`config.mk`:
```
export PLATFORM = sky130hd
export DESIGN_NAME = hp_controller
export DESIGN_NICKNAME = d
export VERILOG_FILES = /design/src/rtl/hp_controller.sv
export SDC_FILE = /design/constraint.sdc
export NUM_CORES = 1
export LEC_CHECK = 0
export ABC_CLOCK_PERIOD_IN_PS = 2000
export CAP_MARGIN = 20
export CORE_MARGIN = 3
export CORE_UTILIZATION = 47
export CTS_CLUSTER_SIZE = 10
export DETAILED_ROUTE_END_ITERATION = 8
export MAX_ROUTING_LAYER = met4
export PLACE_DENSITY = 0.72
export SKIP_CTS_REPAIR_TIMING = 1
export SYNTH_ARGS = -nofsm -noshare
export SYNTH_HDL_FRONTEND = slang
export SYNTH_SLANG_ARGS = --single-unit
export TNS_END_PERCENT = 10
```
`constraint.sdc`:
```
create_clock -name CLK -period 2 [get_ports CLK]
set_input_delay 0.5 -clock CLK [delete_from_list [all_inputs] [get_ports CLK]]
set_output_delay 0.5 -clock CLK [all_outputs]
set_load 0.01 [all_outputs]
```
`src/rtl/hp_controller.sv`:
```
// Player hit-point owner: arbitrates damage/heal requests, saturates HP to 0..HP_MAX,
// and sequences the ALIVE / COOL (post-hit invulnerability) / DEAD life cycle.
module hp_controller #(
  parameter int HP_MAX   = 10,
  parameter int HP_INIT  = 10,
  parameter int COOL_CYC = 4
) (
  input  logic       CLK,
  input  logic       RST,
  input  logic       DMG_REQ,
  input  logic [3:0] DMG_AMT,
  input  logic       HEAL_REQ,
  input  logic [3:0] HEAL_AMT,
  input  logic       REVIVE,
  output logic       DMG_ACK,
  output logic       HEAL_ACK,
  output logic [3:0] HP,
  output logic       DEAD,
  output logic       INVULN
);

  localparam logic [3:0] HP_RST    = 4'((HP_INIT > HP_MAX) ? HP_MAX : HP_INIT);
  localparam logic [3:0] HP_TOP    = 4'(HP_MAX);
  localparam logic [4:0] HP_CAP    = 5'(HP_MAX);
  localparam logic [7:0] COOL_LOAD = 8'(COOL_CYC - 1);

  // One-hot so DEAD and INVULN come straight off state flops.
  typedef enum logic [2:0] {
    ST_ALIVE = 3'b001,
    ST_COOL  = 3'b010,
    ST_DEAD  = 3'b100
  } state_e;

  // Handshake: a requester raises *_REQ with a stable *_AMT and holds both until the
  // matching *_ACK pulse; dropping REQ before ACK withdraws the request. No grant is
  // made while any ACK is high, so a still-held request is never counted twice.

  state_e     state_q, state_d;
  logic [3:0] hp_q, hp_d;
  logic [7:0] cnt_q, cnt_d;
  logic       rr_q, rr_d;          // 0: damage wins a tie, 1: heal wins a tie
  logic       dmg_ack_q, dmg_ack_d;
  logic       heal_ack_q, heal_ack_d;

  logic       gap, dmg_elig, heal_elig, both_elig;
  logic       dmg_gnt, heal_gnt, dmg_hit, dmg_kill;
  logic [4:0] dmg_diff, heal_sum;
  logic [3:0] dmg_res, heal_res;

  always_comb begin
    gap       = dmg_ack_q | heal_ack_q;
    dmg_elig  = DMG_REQ & (state_q == ST_ALIVE) & ~gap;
    heal_elig = HEAL_REQ & (state_q != ST_DEAD) & ~gap;
    both_elig = dmg_elig & heal_elig;
    dmg_gnt   = dmg_elig & (~heal_elig | ~rr_q);
    heal_gnt  = heal_elig & ~dmg_gnt;

    // Borrow out of the 5-bit difference means the hit exceeds the remaining HP.
    dmg_diff  = {1'b0, hp_q} - {1'b0, DMG_AMT};
    dmg_res   = dmg_diff[4] ? 4'd0 : dmg_diff[3:0];
    heal_sum  = {1'b0, hp_q} + {1'b0, HEAL_AMT};
    heal_res  = (heal_sum > HP_CAP) ? HP_TOP : heal_sum[3:0];

    dmg_hit   = dmg_gnt & (DMG_AMT != 4'd0) & (dmg_res != 4'd0);
    dmg_kill  = dmg_gnt & (DMG_AMT != 4'd0) & (dmg_res == 4'd0);
  end

  // State register plus the datapath registers that move with it.
  always_ff @(posedge CLK or negedge RST) begin
    if (!RST) begin
      state_q    <= ST_ALIVE;
      hp_q       <= HP_RST;
      cnt_q      <= 8'd0;
      rr_q       <= 1'b0;
      dmg_ack_q  <= 1'b0;
      heal_ack_q <= 1'b0;
    end else begin
      state_q    <= state_d;
      hp_q       <= hp_d;
      cnt_q      <= cnt_d;
      rr_q       <= rr_d;
      dmg_ack_q  <= dmg_ack_d;
      heal_ack_q <= heal_ack_d;
    end
  end

  // Next-state logic.
  always_comb begin
    state_d = state_q;
    case (state_q)
      ST_ALIVE: begin
        if (dmg_kill)     state_d = ST_DEAD;
        else if (dmg_hit) state_d = ST_COOL;
      end
      ST_COOL: begin
        if (dmg_kill)                          state_d = ST_DEAD;
        else if (cnt_q == 8'd0 && !heal_gnt)   state_d = ST_ALIVE;
      end
      ST_DEAD: begin
        if (REVIVE) state_d = ST_ALIVE;
      end
      default: state_d = ST_ALIVE;
    endcase
  end

  // Datapath next values: HP, cooldown counter, tie pointer, acknowledges.
  always_comb begin
    hp_d       = hp_q;
    cnt_d      = cnt_q;
    rr_d       = both_elig ? ~rr_q : rr_q;
    dmg_ack_d  = dmg_gnt;
    heal_ack_d = heal_gnt;

    if (state_q == ST_DEAD) begin
      if (REVIVE) hp_d = HP_RST;
    end else if (dmg_gnt) begin
      hp_d = dmg_res;
    end else if (heal_gnt) begin
      hp_d = heal_res;
    end

    if (dmg_hit) begin
      cnt_d = COOL_LOAD;
    end else if (dmg_kill) begin
      cnt_d = 8'd0;
    end else if (state_q == ST_COOL && !heal_gnt && cnt_q != 8'd0) begin
      cnt_d = cnt_q - 8'd1;
    end
  end

  // Output logic.
  always_comb begin
    HP       = hp_q;
    DMG_ACK  = dmg_ack_q;
    HEAL_ACK = heal_ack_q;
    DEAD     = state_q[2];
    INVULN   = state_q[1];
  end

endmodule

```
==> impl_metrics.yaml, run 1 <==
status:
  outcome: "complete, but fails checks"
  violations: "setup timing"
sta:
  relSlewSlack_pct: 69.17
  tightestPinTransition_ns: 0.4587
  hold_viol_final: 0
  fin_ws_ns: -0.1394
  finalSetupViolations: 7
  whs_ns: 0.5188
  fin_crit_ns: 2.139
  fin_crit_sh_pct: 107.0
  drv_slew: 0
  rsz0062_at_grt: "true"
  worst_clock_skew_ns: 0.003933
  fmax_ghz: 0.4674
layout:
  syn2layout_area_growth_pct: 39.07
  utilization_pct: 70.70
  nets: 214
  stdcell_count: 218
  num_antenna_cells: 0
  drive_gt1_share_pct: 26.60
min_path:
  min_path_type: "primary input to async pin"
placement:
  place_ws_ns: -0.8228
  gp_congestion: 0.8895
  io_buffers: 20
  placedCellCount: 212
  dp_hpwl_mm: 2.598
synth:
  ys_ff_latch: 18
  synth_nets: 164
  ys_types: 44
  syn_area_um2: 1294
  ys_seq_area_share_pct: 35.11
  synth_area_per_cell_um2: 9.307
  syn_inst: 139
  synthArstFlopShare_pct: 100.0
  synth_ff_type: "dfrtp_1"
  synth-edff-count: 0
  yosys_warnings: 0
power:
  leakage_nw: 0.8509
  powerDensity_nw_per_um2: 1362
  vdd_drop_max_mv: 0.8262
route:
  drc: 0
  first_iter_violations: 56
  drt_wl_total_mm: 3.255
  vias: 1213
  ant_nets: 0
  vias_per_cell: 5.564
  firstDrtPassIters: 4
  wl_per_cell_um: 14.93
clocking:
  clk_pin_slew_ns: 0.11
  cts_max_level: 1
  cts_buffers: 3
  clk_latency_ns: 0.29
  cts_tree: "yes"
  clock_sinks: 18
  cts_root_buf: "clkbuf_4"
  cts_max_path_buffers: 2
grt:
  grt_pass1_wl_mm: 5.375
  antenna_found_initial: 0
  grt_max_degree: 19
  grt_usage_pct: 20.69
  overflow: 0
  first_global_vias: 1313
worst_setup_path:
  cp.arrival_ns: 2.33
  cp.required_ns: 2.19
  startpoint_type: "flip-flop"
  path_class: "flip-flop to flip-flop"
  cp_max_fo: 3
  worst_setup_path_end_kind: "flip-flop"
die:
  start_util_pct: 50.84
  ios: 21
  core_area_um2: 2545
  dieArea_um2: 3418
  fp.dieH_um: 58.47
  dieWidth_um: 58.47
  num_rows: 18
run:
  cap_violations: 0
## cells by family (layout without fill, tap and decap cells)
group | Yosys count | in the layout | synth area share (%)
buffers and inverters | 16 | 65 | 4.642
xor gates and xnor gates | 11 | 11 | 7.447
DFF | 18 | 18 | 35.11
muxes | 1 | 1 | 0.8703
adders and majority gates | 12 | 12 | 12.77
and+or+nand+nor | 55 | 55 | 23.70
AOI/OAI and AO/OA | 26 | 26 | 15.47
## Yosys cell counts (3+ instances only)
master   instances  share of area (%)
xor2_1           6                4.1
xnor2_1          5                3.4
dfrtp_1         15                 29
nor3_1           4                1.5
inv_1           15                4.4
ha_1            10                9.7
nor2_1          17                4.9
o21ai_0          4                1.5
dfstp_2          3                6.1
nand3_1          4                1.5
a21oi_1          6                2.3
nor2b_1          3                1.5
nand2_1          8                2.3
## state kept, by name (all words and copies together), names as in the netlist
register	cells
DMG_ACK	1
HEAL_ACK	1
HP	4
cnt_q	8
rr_q	1
state_q	3
## power by group
part	total, W	internal [W]	leakage [nW]	switching [W]
registers	0.000633	0.000509	0.230	0.000123
logic	0.00159	0.000833	0.600	0.000758
clock network	0.000227	0.000111	0.0210	0.000117
total	0.00245	0.00145	0.851	0.000998
## final cells by class
class / instances / area [µm²]
well taps: 30 / 37.54
clock buffers: 4 / 36.28
multi-input cells: 105 / 812.0
repair buffers: 46 / 402.9
inverters: 15 / 56.30
flip-flops and latches: 18 / 454.2
fillers: 209 / 745.7
## cell usage in the layout (no fill, tap or decap), types with 2 or more instances in the layout
cell / n
dfrtp_1: 15
nand3_1: 4
a31oi_1: 2
nand2_1: 8
dfstp_2: 3
clkbuf_4: 3
a211oi_2: 2
o21ai_0: 2
nand4_1: 2
dlymetal6s2s_1: 3
buf_4: 26
xor2_1: 6
clkdlybuf4s50_1: 17
nor2b_1: 2
ha_1: 8
nor2_1: 17
inv_2: 3
inv_1: 12
a21o_1: 2
nor3b_1: 2
a21oi_1: 6
or2_1: 2
or3b_1: 2
nor3_1: 4
xnor2_1: 5
## per-layer routing
metal  vias up  share of wire, %  GRT usage, %
met2        32                50         36.84
li1        595                 -             -
met3         2               4.1         1.535
met1       584                45         24.62
met5         -                 0             -
met4         0              0.71         6.623
## worst paths after layout
kind	cells after the start	slack [ns]	end	start
max reg2reg	9	-0.14	state_q[1]	HP[0]
max	9	-0.14	state_q[1]	HP[0]
min reg2reg	1	0.52	rr_q	rr_q
min in group CLK	1	0.52	rr_q	rr_q
min	2	0.52	DMG_ACK	RST
max in group asynchronous	2	1.21	HP[1]	RST
## worst max-delay path, cell delays in order (launching register included)
cell	delay [ns]
dfrtp_1	0.41
inv_2	0.07
ha_4	0.12
inv_2	0.03
fa_1	0.48
nor2b_2	0.19
nand2_1	0.07
mux2_4	0.27
a22o_1	0.19
or2_1	0.22
## through the flow
stage               cell area, µm²  TNS, ns  total power [W]
floorplan                     1315  -0.2686         0.001479
global route                  1799  -0.9986         0.002636
global placement              1729   -5.161         0.002086
detailed placement            1729   -5.931         0.002155
finish                        1799  -0.5304         0.002451
CTS                           1765   -2.484         0.002390
(Power assumes the default switching activity.)
==> run 2: changes to the inputs <==
CORE_ASPECT_RATIO = 0.7   (was unset)
==> impl_metrics.yaml, run 2 (synthesis gave the netlist of run 1 again) <==
power:
  powerDensity_nw_per_um2: 1412
  p_sw_share_pct: 40.45
  total_power_w: 0.002692
  comb_power_share_pct: 65.0
  intPower_w: 0.001603
  pwr-share-clk_pct: 11.4
  p_seq_share_pct: 23.5
  switching_power_w: 0.001089
  leakage_nw: 0.9010
  vdd_drop_max_mv: 0.7062
placement:
  io_buffers: 20
  place_ws_ns: -0.8489
  gp_congestion: 0.9132
  place_area_um2: 1757
  dp_hpwl_mm: 2.608
worst_setup_path:
  cp.arrival_ns: 2.26
  cp.required_ns: 2.14
  rr_worst_depth: 6
  cp_max_fo: 4
  startpoint_type: "flip-flop"
  worst_setup_path_end_kind: "flip-flop"
  path_class: "flip-flop to flip-flop"
sta:
  hold_viol_final: 0
  fin_crit_sh_pct: 105.8
  fin_ws_ns: -0.1157
  finalSetupViolations: 6
  tightestPinTransition_ns: 0.4619
  relSlewSlack_pct: 68.95
  fin_crit_ns: 2.116
  rsz0062_at_grt: "true"
  drv_slew: 0
  tns_ns: -0.4966
  worst_clock_skew_ns: 0.006155
  fmax_ghz: 0.4726
clocking:
  cts_max_level: 1
  clock_sinks: 18
  cts_max_path_buffers: 2
  cts_buffers: 3
  cts_tree: "yes"
  clk_pin_slew_ns: 0.08
  clk_latency_ns: 0.26
  cts_root_buf: "clkbuf_8"
layout:
  final_cell_mix: "buf_4, dfrtp_1, nor2_1, clkdlybuf4s50_1, inv_1"
  nets: 218
  utilization_pct: 75.26
  post-route-cell-area_um2: 1907
  syn2layout_area_growth_pct: 47.39
  regMostFlops: "cnt_q"
  drive_gt1_share_pct: 33.85
  fillers: 174
  final_common_cell: "buf_4"
  num_antenna_cells: 0
  largest_reg_flops: 8
die:
  ios: 21
  core_area_um2: 2534
  dieWidth_um: 68.71
  dieArea_um2: 3428
  num_rows: 15
  fp.dieH_um: 49.90
  start_util_pct: 51.06
grt:
  grt_usage_pct: 21.69
  antenna_found_initial: 0
  first_global_vias: 1194
  grt_max_degree: 19
  grt_pass1_wl_mm: 5.416
  overflow: 0
route:
  first_iter_violations: 93
  ant_nets: 0
  drc: 0
  drt_wl_total_mm: 3.505
  vias: 1232
  wl_per_cell_um: 15.51
  firstDrtPassIters: 4
  vias_per_cell: 5.451
min_path:
  whs_path_depth: 1
  min_path_type: "flip-flop to flip-flop"
run:
  cap_violations: 0
status:
  outcome: "complete, but fails checks"
  violations: "setup timing"
[run 2: cell types whose count changed in the layout (fill, tap and decap cells not counted), moves of 2 or more]
cell	delta
nor2_2	+2
buf_4	+5
a21oi_1	-2
clkbuf_4	-3
clkbuf_8	+3
ha_1	-2
o21ai_1	+2
a21oi_2	+2
clkdlybuf4s50_1	-2
nor2_1	-2
[run 2: cell type report]
class	count	area, µm²	share of cell area [%]
Multi-Input combinational cell	105	865.8	45.41
Sequential cell	18	454.2	23.82
Timing Repair Buffer	50	432.9	22.70
Tap cell	34	42.54	2.231
Inverter	15	56.30	2.953
Clock buffer	4	55.05	2.887
[run 2: layer usage]
layer | vias to the layer above | wire length [µm] | track usage (%) | part of all wire, %
met5 | - | 0 | - | 0
met4 | 0 | 21 | 5.502 | 0.60
met3 | 2 | 195 | 4.100 | 5.6
met2 | 34 | 1565 | 31.54 | 45
met1 | 601 | 1722 | 30.85 | 49
li1 | 595 | - | - | -
[run 2: power groups by stage]
stage / Clock [W] / Combinational (W) / Sequential, W
3_5_place_dp: 0 / 0.00155 / 0.000634
3_3_place_gp: 0 / 0.00151 / 0.000629
2_1_floorplan: 0 / 0.000835 / 0.000644
4_1_cts: 0.000311 / 0.00157 / 0.000628
6_report: 0.000308 / 0.00175 / 0.000633
5_1_grt: 0.000317 / 0.00191 / 0.000648
[run 2: critical path: stages (launching register included)]
cell     delay, ns
dfstp_2       0.60
fa_2          0.50
nor2b_4       0.16
nand2_1       0.07
mux2_4        0.27
a22o_1        0.20
or2_1         0.21
[run 2: worst paths after layout]
check / from / to / slack [ns]
hold reg to reg: rr_q / rr_q / 0.52
setup reg to reg: HP[1] / state_q[1] / -0.12
max in group asynchronous: RST / HP[1] / 1.17
hold / removal: rr_q / rr_q / 0.52
setup / recovery: HP[1] / state_q[1] / -0.12
min in group asynchronous: RST / cnt_q[2] / 0.56
[run 2: per-stage QoR]
| stage | instances | hold WS (ns) |
|---|---|---|
| 2_1_floorplan | 139 | 0.2044 |
| 3_3_place_gp | 219 | 0.5019 |
| 3_5_place_dp | 219 | 0.5046 |
| 4_1_cts | 223 | 0.5162 |
| 5_1_grt | 226 | 0.5481 |
| 6_report | 226 | 0.5212 |
==> run 3: changes to the inputs <==
MAX_ROUTING_LAYER = unset   (was met4)
==> impl_metrics.yaml, run 3 (synthesis gave the netlist of run 1 again) <==
power:
  p_sw_share_pct: 40.31
  p_seq_share_pct: 23.6
  total_power_w: 0.002686
  comb_power_share_pct: 65.0
  powerDensity_nw_per_um2: 1408
  leakage_nw: 0.9010
  vdd_drop_max_mv: 0.7039
  switching_power_w: 0.001083
  pwr-share-clk_pct: 11.4
  intPower_w: 0.001603
layout:
  post-route-cell-area_um2: 1907
  num_antenna_cells: 0
  utilization_pct: 75.26
  syn2layout_area_growth_pct: 47.39
  nets: 218
  final_common_cell: "buf_4"
  largest_reg_flops: 8
  regMostFlops: "cnt_q"
  final_cell_mix: "buf_4, dfrtp_1, nor2_1, clkdlybuf4s50_1, inv_1"
  drive_gt1_share_pct: 33.85
route:
  first_iter_violations: 89
  firstDrtPassIters: 4
  vias: 1232
  wl_per_cell_um: 15.47
  drc: 0
  drt_wl_total_mm: 3.497
  ant_nets: 0
  vias_per_cell: 5.451
clocking:
  clk_pin_slew_ns: 0.08
  cts_root_buf: "clkbuf_8"
  clock_sinks: 18
  cts_tree: "yes"
  cts_max_level: 1
  cts_buffers: 3
  cts_max_path_buffers: 2
  clk_latency_ns: 0.26
worst_setup_path:
  rr_worst_depth: 6
  worst_setup_path_end_kind: "flip-flop"
  cp.arrival_ns: 2.25
  reg2reg_from: "HP[1]"
  startpoint_type: "primary input"
  cp.required_ns: 2.14
  worst_r2r_endpoint: "state_q[1]"
  path_class: "primary input to flip-flop"
  rrSetupSlack_ns: -0.11
  cp_max_fo: 3
sta:
  fin_crit_ns: 2.116
  relSlewSlack_pct: 68.90
  whs_ns: 0.5212
  fin_ws_ns: -0.1155
  fin_crit_sh_pct: 105.8
  fmax_ghz: 0.4727
  finalSetupViolations: 6
  drv_slew: 0
  worst_clock_skew_ns: 0.007036
  rsz0062_at_grt: "true"
  tightestPinTransition_ns: 0.4626
  hold_viol_final: 0
placement:
  place_ws_ns: -0.8489
  io_buffers: 20
  gp_congestion: 0.8979
  place_area_um2: 1757
  dp_hpwl_mm: 2.608
min_path:
  min_path_type: "flip-flop to flip-flop"
  whs_path_depth: 1
  hold_end: "rr_q"
  min-delay-start: "rr_q"
grt:
  first_global_vias: 1194
  antenna_found_initial: 0
  grt_pass1_wl_mm: 5.423
  grt_usage_pct: 21.17
  grt_max_degree: 19
  overflow: 0
die:
  fp.dieH_um: 49.90
  dieWidth_um: 68.71
  dieArea_um2: 3428
  core_area_um2: 2534
  ios: 21
  start_util_pct: 51.06
  num_rows: 15
status:
  violations: "setup timing"
  outcome: "complete, but fails checks"
run:
  cap_violations: 0
[run 3: cell counts in the layout (fill, tap and decap cells not counted)]
No cell type changed its count.
[run 3: final cells by class]
| cell class | instances | area (µm²) |
|---|---|---|
| sequential | 18 | 454.2 |
| clock buffer | 4 | 55.05 |
| fill | 174 | 626.9 |
| multi-input combinational | 105 | 865.8 |
| tap | 34 | 42.54 |
| inverter | 15 | 56.30 |
| timing repair buffer | 50 | 432.9 |
[run 3: routing by layer]
metal	global-route usage, %	vias up	share of wire [%]
li1	-	595	-
met1	30.99	595	49
met2	31.54	38	44
met3	4.100	4	5.6
met4	5.502	0	1.2
met5	0	-	0
[run 3: per-stage QoR]
step                setup TNS [ns]  cells
floorplan                  -0.2686    139
global placement            -5.469    219
detailed placement          -6.283    219
CTS                         -3.095    223
global route               -0.9103    226
finish                     -0.4855    226
[run 3: how the worst max path moves through the flow]
stage | start | endpoint | slack (ns)
finish | DMG_AMT[0] | state_q[1] | -0.12
global route | HP[0] | state_q[1] | -0.19
CTS | DMG_AMT[0] | state_q[1] | -0.60
detailed placement | DMG_AMT[0] | state_q[1] | -0.85
global placement | DMG_AMT[0] | state_q[1] | -0.74
floorplan | HP[0] | state_q[1] | -0.14
[run 3: worst max-delay path: stages]
cell and delay [ns]:
dlymetal6s2s_1 0.15, ha_4 0.17, inv_2 0.05, fa_2 0.46, nor2b_4 0.16, nand2_1 0.07, mux2_4 0.27, a22o_1 0.20
or2_1 0.21
[run 3: power groups by stage]
stage                     Combinational (W)  Clock [W]  Sequential [W]
after floorplan                    0.000835          0        0.000644
after global placement              0.00151          0        0.000629
after detailed placement            0.00155          0        0.000634
after CTS                           0.00157   0.000311        0.000628
after global routing                0.00191   0.000317        0.000648
final                               0.00175   0.000306        0.000633
